## config.mk

```make
export PLATFORM = sky130hd
export DESIGN_NAME = sram_fifo_client_flat
export DESIGN_NICKNAME = d
export VERILOG_FILES = /design/src/rtl/sram_fifo_client_if.sv /design/src/rtl/sram_fifo_client.sv /design/src/flat_wrapper.sv
export SDC_FILE = /design/constraint.sdc
export NUM_CORES = 1
export LEC_CHECK = 0
export CAP_MARGIN = 20
export CORE_AREA = 2 2 80 82
export CTS_CLUSTER_DIAMETER = 80
export CTS_CLUSTER_SIZE = 8
export DETAILED_ROUTE_END_ITERATION = 10
export DIE_AREA = 0 0 82 84
export PLACE_DENSITY = 0.74
export SYNTH_ARGS = -nofsm -noshare
export SYNTH_HDL_FRONTEND = slang
export SYNTH_SLANG_ARGS = --single-unit
```

## constraint.sdc

```tcl
create_clock -name clk -period 2.5 [get_ports clk]
set_input_delay 0.75 -clock clk [delete_from_list [all_inputs] [get_ports clk]]
set_output_delay 0.75 -clock clk [all_outputs]
set_load 0.02 [all_outputs]
```

## src/rtl/sram_fifo_client_if.sv

```systemverilog
// Byte-stream and SRAM-controller request/hint signals of one FIFO client port.
// master: the client itself; slave: the SPI engine / controller side.
interface sram_fifo_client_if;
  logic        in_valid;
  logic [7:0]  in_data;
  logic        in_ready;
  logic        flush;
  logic        out_valid;
  logic [7:0]  out_data;
  logic        out_ready;
  logic        mem_write;
  logic        mem_read;
  logic [15:0] mem_wdata;
  logic [15:0] mem_rdata;
  logic        mem_hint;
  logic        fifo_full;
  logic        fifo_empty;
  logic        busy;
  logic        timeout_err;
  logic        clr_err;

  modport master (
    input  in_valid, in_data, flush, out_ready, mem_rdata, mem_hint,
           fifo_full, fifo_empty, clr_err,
    output in_ready, out_valid, out_data, mem_write, mem_read, mem_wdata,
           busy, timeout_err
  );

  modport slave (
    output in_valid, in_data, flush, out_ready, mem_rdata, mem_hint,
           fifo_full, fifo_empty, clr_err,
    input  in_ready, out_valid, out_data, mem_write, mem_read, mem_wdata,
           busy, timeout_err
  );
endinterface

```

## src/rtl/sram_fifo_client.sv

```systemverilog
// SRAM FIFO client: packs bytes into 16-bit write requests and unpacks read
// words into bytes, keeping one request/hint transaction outstanding.
module sram_fifo_client #(
  parameter int unsigned TIMEOUT   = 32,
  parameter bit          LOW_FIRST = 1'b1
) (
  input logic                clk,
  input logic                rst,
  sram_fifo_client_if.master bus
);
  localparam int unsigned   TW    = $clog2(TIMEOUT);
  localparam logic [TW-1:0] TLAST = TW'(TIMEOUT - 1);

  typedef enum logic [1:0] {IDLE, WR_REQ, RD_REQ, GAP} state_t;

  state_t        state;
  logic [1:0]    pack_cnt;
  logic [1:0]    ucnt;
  logic [15:0]   pack_word;
  logic [15:0]   unpack_word;
  logic [15:0]   wdata_q;
  logic [TW-1:0] timer;
  logic          write_q, read_q, busy_q, err_q;
  logic          in_ready, accept, pop;
  logic [7:0]    first_b, second_b;

  assign in_ready = (pack_cnt < 2'd2);
  assign accept   = bus.in_valid && in_ready;
  assign pop      = (ucnt != 2'd0) && bus.out_ready;
  assign first_b  = LOW_FIRST ? unpack_word[7:0]  : unpack_word[15:8];
  assign second_b = LOW_FIRST ? unpack_word[15:8] : unpack_word[7:0];

  assign bus.in_ready    = in_ready;
  assign bus.out_valid   = (ucnt != 2'd0);
  assign bus.out_data    = (ucnt == 2'd1) ? second_b : first_b;
  assign bus.mem_write   = write_q;
  assign bus.mem_read    = read_q;
  assign bus.mem_wdata   = wdata_q;
  assign bus.busy        = busy_q;
  assign bus.timeout_err = err_q;

  always_ff @(posedge clk or posedge rst) begin
    if (rst) begin
      state       <= IDLE;
      pack_cnt    <= '0;
      ucnt        <= '0;
      pack_word   <= '0;
      unpack_word <= '0;
      wdata_q     <= '0;
      timer       <= '0;
      write_q     <= 1'b0;
      read_q      <= 1'b0;
      busy_q      <= 1'b0;
      err_q       <= 1'b0;
    end else begin
      // The first byte of a pair zeroes the other half, so a flushed word is ready as-is.
      if (accept) begin
        if (pack_cnt == 2'd0)
          pack_word <= LOW_FIRST ? {8'h00, bus.in_data} : {bus.in_data, 8'h00};
        else
          pack_word <= LOW_FIRST ? {bus.in_data, pack_word[7:0]}
                                 : {pack_word[15:8], bus.in_data};
        pack_cnt <= pack_cnt + 2'd1;
      end
      if (pop)
        ucnt <= ucnt - 2'd1;
      if (bus.clr_err)
        err_q <= 1'b0;

      case (state)
        IDLE: begin
          timer <= '0;
          if (pack_cnt == 2'd2 && !bus.fifo_full) begin
            state   <= WR_REQ;
            write_q <= 1'b1;
            wdata_q <= pack_word;
            busy_q  <= 1'b1;
          end else if (bus.flush && pack_cnt == 2'd1 && !accept && !bus.fifo_full) begin
            // A flushed half-word is treated as a full pack: input stalls until the hint,
            // and a timed-out flush retries the same word.
            state    <= WR_REQ;
            write_q  <= 1'b1;
            wdata_q  <= pack_word;
            busy_q   <= 1'b1;
            pack_cnt <= 2'd2;
          end else if (ucnt == 2'd0 && !bus.fifo_empty) begin
            state  <= RD_REQ;
            read_q <= 1'b1;
            busy_q <= 1'b1;
          end
        end
        WR_REQ, RD_REQ: begin
          if (bus.mem_hint) begin
            write_q <= 1'b0;
            read_q  <= 1'b0;
            state   <= GAP;
            if (state == WR_REQ) begin
              pack_cnt <= '0;
            end else begin
              unpack_word <= bus.mem_rdata;
              ucnt        <= 2'd2;
            end
          end else if (timer == TLAST) begin
            write_q <= 1'b0;
            read_q  <= 1'b0;
            err_q   <= 1'b1;
            state   <= GAP;
          end else begin
            timer <= timer + TW'(1);
          end
        end
        GAP: begin
          state  <= IDLE;
          busy_q <= 1'b0;
        end
      endcase
    end
  end
endmodule

```

## src/flat_wrapper.sv

```systemverilog
// flat-port wrapper written by rule: the top's interface ports become plain ports
module sram_fifo_client_flat 
#(
  parameter int unsigned TIMEOUT   = 32,
  parameter bit          LOW_FIRST = 1'b1
)
  (clk, rst, bus_in_valid, bus_in_data, bus_flush, bus_out_ready, bus_mem_rdata, bus_mem_hint, bus_fifo_full, bus_fifo_empty, bus_clr_err, bus_in_ready, bus_out_valid, bus_out_data, bus_mem_write, bus_mem_read, bus_mem_wdata, bus_busy, bus_timeout_err);
  sram_fifo_client_if bus_i ();
  input logic clk;
  input logic rst;
  input wire logic [$bits(bus_i.in_valid)-1:0] bus_in_valid;
  input wire logic [$bits(bus_i.in_data)-1:0] bus_in_data;
  input wire logic [$bits(bus_i.flush)-1:0] bus_flush;
  input wire logic [$bits(bus_i.out_ready)-1:0] bus_out_ready;
  input wire logic [$bits(bus_i.mem_rdata)-1:0] bus_mem_rdata;
  input wire logic [$bits(bus_i.mem_hint)-1:0] bus_mem_hint;
  input wire logic [$bits(bus_i.fifo_full)-1:0] bus_fifo_full;
  input wire logic [$bits(bus_i.fifo_empty)-1:0] bus_fifo_empty;
  input wire logic [$bits(bus_i.clr_err)-1:0] bus_clr_err;
  output wire logic [$bits(bus_i.in_ready)-1:0] bus_in_ready;
  output wire logic [$bits(bus_i.out_valid)-1:0] bus_out_valid;
  output wire logic [$bits(bus_i.out_data)-1:0] bus_out_data;
  output wire logic [$bits(bus_i.mem_write)-1:0] bus_mem_write;
  output wire logic [$bits(bus_i.mem_read)-1:0] bus_mem_read;
  output wire logic [$bits(bus_i.mem_wdata)-1:0] bus_mem_wdata;
  output wire logic [$bits(bus_i.busy)-1:0] bus_busy;
  output wire logic [$bits(bus_i.timeout_err)-1:0] bus_timeout_err;
  assign bus_i.in_valid = bus_in_valid;
  assign bus_i.in_data = bus_in_data;
  assign bus_i.flush = bus_flush;
  assign bus_i.out_ready = bus_out_ready;
  assign bus_i.mem_rdata = bus_mem_rdata;
  assign bus_i.mem_hint = bus_mem_hint;
  assign bus_i.fifo_full = bus_fifo_full;
  assign bus_i.fifo_empty = bus_fifo_empty;
  assign bus_i.clr_err = bus_clr_err;
  assign bus_in_ready = bus_i.in_ready;
  assign bus_out_valid = bus_i.out_valid;
  assign bus_out_data = bus_i.out_data;
  assign bus_mem_write = bus_i.mem_write;
  assign bus_mem_read = bus_i.mem_read;
  assign bus_mem_wdata = bus_i.mem_wdata;
  assign bus_busy = bus_i.busy;
  assign bus_timeout_err = bus_i.timeout_err;
  sram_fifo_client #(.TIMEOUT(TIMEOUT), .LOW_FIRST(LOW_FIRST)) u_core (.clk(clk), .rst(rst), .bus(bus_i));
endmodule
```

==> results of run 1 <==
==> area by class of cell <==
type,count,share of cell area (%)
clock inverters,7,2.67
well taps,77,2.48
repair buffers,71,17.4
inverters,13,1.25
flip-flops and latches,63,40.5
clock buffers,9,3.18
multi-input cells,150,32.5
==> critical path, cell delays in order, from the launching register on <==
cell and delay [ns]:
dfrtp_1 0.38, inv_1 0.08, ha_2 0.19, buf_12 0.12, mux2_2 0.33, clkdlybuf4s15_2 0.25
==> per-layer routing <==
layer,GRT usage (%),wire [microns]
met4,6.67,63
met2,27.6,2660
met3,5.84,355
met5,0,0
met1,26.2,2680
==> power breakdown <==
group,switching (mW),internal [mW]
Sequential,0.256,1.47
Combinational,1.11,1.21
Clock,0.431,0.573
Total,1.80,3.26
==> kinds of logic after synthesis <==
| kind of cell | synth area share [%] |
|---|---|
| AO/OA/AOI/OAI | 7.22 |
| flip-flops | 53.8 |
| multiplexers | 20.1 |
| buffers and inverters | 3.03 |
| adder cells (fa/ha/maj) | 5.13 |
| XOR/XNOR | 0.598 |
| AND/OR/NAND/NOR | 10.1 |
==> worst paths after layout <==
check	to	slack, ns	depth (start not counted)
max	bus_out_data[5]	0.07	5
min	u_core.pack_word[15]$_DFFE_PP0P_	0.47	2
max reg2reg	u_core.timer[3]$_DFFE_PP0P_	0.49	7
min reg2reg	u_core.pack_word[15]$_DFFE_PP0P_	0.47	2
max in group asynchronous	u_core.pack_word[3]$_DFFE_PP0P_	1.32	3
min in group asynchronous	u_core.unpack_word[13]$_DFFE_PP0P_	0.81	3
==> sequential cells by signal, summed over array words and instances, names as in the netlist <==
name                    flops
u_core.pack_cnt             2
u_core.bus.timeout_err      1
u_core.state                2
u_core.bus.mem_write        1
u_core.pack_word           16
u_core.timer                5
u_core.bus.busy             1
u_core.bus.mem_read         1
u_core.unpack_word         16
u_core.bus.mem_wdata       16
u_core.ucnt                 2
==> timing repair <==
| action | in CTS | in global routing |
|---|---|---|
| pin swaps | 0 | 0 |
| setup endpoints to repair | 8 | 8 |
| gates resized for setup | 20 | 8 |
==> metrics by stage <==
stage | total power [mW] | setup slack (ns) | utilization, % | hold slack [ns]
CTS | 5.15 | 0.0000990 | 64.3 | 0.472
detailed placement | 4.16 | 0.0180 | 60.4 | 0.455
global placement | 4.09 | 0.0597 | 60.4 | 0.449
finish | 5.06 | 0.0679 | 63.8 | 0.469
global route | 5.42 | 0.00375 | 63.8 | 0.505
floorplan | 3.26 | 0.180 | - | 0.435
==> synthesized netlist by cell type, types with 2 or more instances <==
master	n	area (sq um)
or4_1	2	15.0
clkbuf_1	4	15.0
xnor2_1	2	17.5
nand2_1	26	97.6
nand2b_1	3	18.8
a21oi_1	6	30.0
nand3b_1	10	75.1
nor2_1	3	11.3
o21ai_0	11	55.1
dfrtp_1	63	1580
ha_1	12	150
mux2_2	38	428
o211ai_1	5	37.5
inv_1	13	48.8
nand3_1	3	15.0
buf_2	2	10.0
mux2_4	10	150
==> summary.md, run 1 <==
| Metric | Value |
|---|---|
| Worst-path fanout max | 8 |
| N_diodes | 0 |
| Critical Path RT | 1.75 ns |
| Syn Inst Count | 234 |
| Max cap viols | 0 |
| Seq/Total Area, Yosys | 53.8% |
| FP Rows | 29 |
| Area grow syn2layout | 32.9% |
| Initial DRC count | 168 |
| WL/cell | 14.8 microns |
| Pwr dens | 1300 nW/um^2 |
| Startpoint types | register |
| Hold Path Class | register to register |
| Status | complete, no violations |
| Worst hold path startpoint | u_core.pack_word[15]$_DFFE_PP0P_ |
| LEAKAGE | 1.80 nW |
| Final setup viols | 0 |
| Clk buf depth | 2 |
| Residual DRC | 0 |
| Root Buffer | clkbuf_8 |
| Initial Util | 48.0% |
| Clk sink count | 63 |
| Yosys cell types | 38 |
| Final HPWL DP | 4110 microns |
| Placed cell area | 3680 sq um |
| Routed vias/inst | 5.08 |
| Die area | 6890 sq um |
| CP arrival | 1.68 ns |
| First-pass GRT wire length | 9930 microns |
| Final number of max-transition violations | 0 |
| Nets | 353 |
| Worst reg2reg startpoint | u_core.timer[0]$_DFFE_PP0P_ |
| IO Count | 63 |
| Skew final | 0.0103 ns |
| CTS tree | built |
| RSZ-0062 raised after global routing | no |
| Mapped Area | 2930 sq um |
| Min Tclk post-route | 2.43 ns |
| H-tree depth | 3 |
| Most frequent cells in the layout | 63 x dfrtp_1, 53 x clkdlybuf4s50_1, 38 x mux2_2 |
| Grt total ovfl | 0 |
| CP Launch Point | u_core.ucnt[1]$_DFF_PP0_ |
| DR pass1 iterations | 4 |
| Synth warn | 0 |
| CP endpoint kind | output pin |
| Final wirelength | 5760 microns |
| Post-CTS setup buffer count | 0 |
| Skew-Pair Late Insertion Delay | 0.34 ns |
| Tot GR Track Use | 18.8% |
| Pin count of the biggest net entering global routing | 38 |
| Slew HR | 69.5% |
| Top FF cell, synth | dfrtp_1 |
| Final Non-Filler Cells | 390 |
| Chip height | 84 microns |
| Worst setup path class | register to output pin |
| Setup_tns | 0 ns |
| Vias in the first global route | 2106 |
| Worst-margin pin slew | 0.458 ns |
| Register area | 1580 sq um |
| Layout cell share with drive strength beyond 1 | 27.5% |
| Routed Antenna Nets | 0 |
| Port bufs | 62 |
| Post-synth EDFFs | 0 |
| #FFs+latches synth | 63 |
| Vias | 1982 |
| Initial antenna violation count | 0 |
| Fmax | 411 MHz |
| Hold Buf Count CTS | 0 |
| Final Hold Viols | 0 |
| Final Cycle Share | 97.3% |
| Final instance area | 3890 sq um |
| Post-Place Cells | 374 |
| TritonCTS Buffers | 9 |
| Fillers | 490 |
| Synth Area per Inst | 12.5 sq um |
| Synthesized Nets | 279 |
| Asr flop ratio synth | 100% |
| Area of the multi-input gates | 1260 sq um |
| Chip width | 82 microns |
| Peak VDD IR | 0.619 mV |
| Commonest non-fill, non-tap cell in the layout | dfrtp_1 |
| Reg clk slew, reported paths | 0.07 ns |
| Gp weighted congestion | 0.794 |
| Core Area | 6100 sq um |
No activity file was read; power rests on OpenSTA's default activity.
==> inputs of run 2 (changes only) <==
--- a/config.mk
+++ b/config.mk
@@ -6,12 +6,12 @@
 export NUM_CORES = 1
 export LEC_CHECK = 0
 export CAP_MARGIN = 20
-export CORE_AREA = 2 2 80 82
+export CORE_AREA = 2 2 77 79
 export CTS_CLUSTER_DIAMETER = 80
 export CTS_CLUSTER_SIZE = 8
 export DETAILED_ROUTE_END_ITERATION = 10
-export DIE_AREA = 0 0 82 84
-export PLACE_DENSITY = 0.74
+export DIE_AREA = 0 0 79 81
+export PLACE_DENSITY = 0.8
 export SYNTH_ARGS = -nofsm -noshare
 export SYNTH_HDL_FRONTEND = slang
 export SYNTH_SLANG_ARGS = --single-unit
==> constraint.sdc (replaced) <==
create_clock -name clk -period 3.1 [get_ports clk]
set_input_delay 0.93 -clock clk [delete_from_list [all_inputs] [get_ports clk]]
set_output_delay 0.93 -clock clk [all_outputs]
set_load 0.02 [all_outputs]
==> run 2 against run 1 <==
Critical path type unchanged. Count of clock-buffer cells in the layout is 2 higher. Routed wire length is 0.35% higher. Register-to-register slack better by 0.48 ns. Clock skew hardly changed. Utilization is 4.5 points higher. Global-route usage is 0.77 points higher. Flip-flop and latch count stayed put. Sequential share of layout area is 0.12 points higher. Non-clock buffer count is 5 lower. Total power is 19% lower. Combinational power is 19% lower. Highest routed layer unchanged.
==> summary.md, run 2 (same netlist as run 1, synthesis figures left out) <==
| Metric | Value |
|---|---|
| Root Buffer | clkbuf_8 |
| Setup WS pre-CTS | 0.381 ns |
| Pwr dens | 1060 nW/um^2 |
| Clock power frac | 19.8% |
| First-pass GRT wire length | 9500 microns |
| Comb power frac | 46.2% |
| Critical Path RT | 2.17 ns |
| Final Hold Viols | 0 |
| Seq pwr share | 34.0% |
| Residual DRC | 0 |
| Max cap viols | 0 |
| Pin count of the biggest net entering global routing | 28 |
| Status | complete, no violations |
| FP Rows | 28 |
| Peak VDD IR | 0.775 mV |
| IO Count | 63 |
| LEAKAGE | 1.76 nW |
| Worst setup path class | register to output pin |
| Grt total ovfl | 0 |
| Final wirelength | 5780 microns |
| Tot GR Track Use | 19.6% |
| Initial DRC count | 151 |
| Setup_tns | 0 ns |
| Min Tclk post-route | 2.91 ns |
| Final WS setup | 0.188 ns |
| Port bufs | 62 |
| H-tree depth | 3 |
| Chip height | 81 microns |
| Switching power | 1.42 mW |
| Worst reg2reg startpoint | u_core.state[0]$_DFFE_PP0P_ |
| Most frequent cells in the layout | 63 x dfrtp_1, 62 x clkdlybuf4s50_1, 38 x mux2_2 |
| Routed vias/inst | 5.14 |
| Hold Path Class | register to register |
| Vias | 1968 |
| Initial antenna violation count | 0 |
| Final number of max-transition violations | 0 |
| Final core utilization | 68.3% |
| Slew HR | 70.4% |
| CP Launch Point | u_core.ucnt[1]$_DFF_PP0_ |
| Area grow syn2layout | 32.5% |
| Worst hold path startpoint | u_core.pack_word[13]$_DFFE_PP0P_ |
| DR pass1 iterations | 4 |
| Worst-margin pin slew | 0.443 ns |
| Clk sink count | 63 |
| Internal Dissipation | 2.68 mW |
| Skew final | 0.0100 ns |
| CP endpoint kind | output pin |
| Final setup viols | 0 |
| Vias in the first global route | 2091 |
| Die area | 6400 sq um |
| Initial Util | 51.6% |
| Gp weighted congestion | 0.789 |
| Skew-Pair Late Insertion Delay | 0.34 ns |
| Reg clk slew, reported paths | 0.07 ns |
| Chip width | 79 microns |
| Hold Buf Count CTS | 0 |
| PostCTS Resize Cnt | 0 |
| Commonest non-fill, non-tap cell in the layout | dfrtp_1 |
| Layout cell share with drive strength beyond 1 | 23.7% |
| Sw frac | 34.7% |
| Post-Place Cells | 367 |
| Startpoint types | register |
| Final Cycle Share | 93.9% |
| Clk buf depth | 2 |
| Final Non-Filler Cells | 383 |
| Final HPWL DP | 4100 microns |
| WL/cell | 15.1 microns |
| Nets | 348 |
| Routed Antenna Nets | 0 |
| CTS tree | built |
| Worst-path fanout max | 8 |
| Fmax | 343 MHz |
| RSZ-0062 raised after global routing | no |
| Core Area | 5680 sq um |
| N_diodes | 0 |
| TritonCTS Buffers | 9 |
| CP arrival | 1.98 ns |
| Post-CTS setup buffer count | 0 |
run 2: cell types whose count changed in the layout (fill, tap and decap cells not counted), sizes merged:
cell,change
clkbuf,-2
clkinvlp,+2
clkdlybuf4s15,-2
clkinv,-2
buf,-7
inv,-2
dlymetal6s2s,-1
clkdlybuf4s50,+9
run 2: routing by layer:
metal	track usage [%]	part of all wire, %
met4	8.79	1.9
met5	0	0
met1	23.4	43
met3	6.00	5.7
met2	32.9	50
run 2: worst max-delay path, cell delays in order (launching register included):
cell and delay [ns]:
dfrtp_1 0.37, inv_1 0.08, ha_2 0.29, mux2_2 0.37
clkdlybuf4s50_1 0.54
run 2: worst paths after layout:
check	end	slack [ns]	cells past startpoint
worst max-delay path	bus_out_data[0]	0.19	4
worst min-delay path	u_core.pack_word[13]$_DFFE_PP0P_	0.47	2
worst max register to register	u_core.state[1]$_DFFE_PP0P_	0.97	6
worst min register to register	u_core.pack_word[13]$_DFFE_PP0P_	0.47	2
max in group asynchronous	u_core.bus.mem_wdata[5]$_DFFE_PP0P_	1.58	3
min in group asynchronous	u_core.unpack_word[4]$_DFFE_PP0P_	0.92	2
run 2: power groups by stage:
stage                     Clock, mW  Sequential (mW)  Combinational [mW]
after detailed placement          0             1.41                1.89
after global routing          0.872             1.44                2.05
after CTS                     0.828             1.40                1.91
final                         0.812             1.40                1.89
after floorplan                   0             1.48                1.14
after global placement            0             1.40                1.83
run 2: cell type report:
| type | count | area (sq um) |
|---|---|---|
| fillers | 420 | 1800 |
| multi-input cells | 150 | 1260 |
| clock buffers | 11 | 151 |
| flip-flops and latches | 63 | 1580 |
| well taps | 75 | 93.8 |
| repair buffers | 66 | 663 |
| inverters | 13 | 48.8 |
| clock inverters | 5 | 80.1 |
run 2: per-stage QoR:
step	cell area, sq um	power, mW	hold WS (ns)
3_3_place_gp	3640	3.23	0.448
2_1_floorplan	2930	2.63	0.435
5_1_grt	3880	4.36	0.497
3_5_place_dp	3640	3.30	0.457
4_1_cts	3880	4.13	0.473
6_report	3880	4.10	0.468
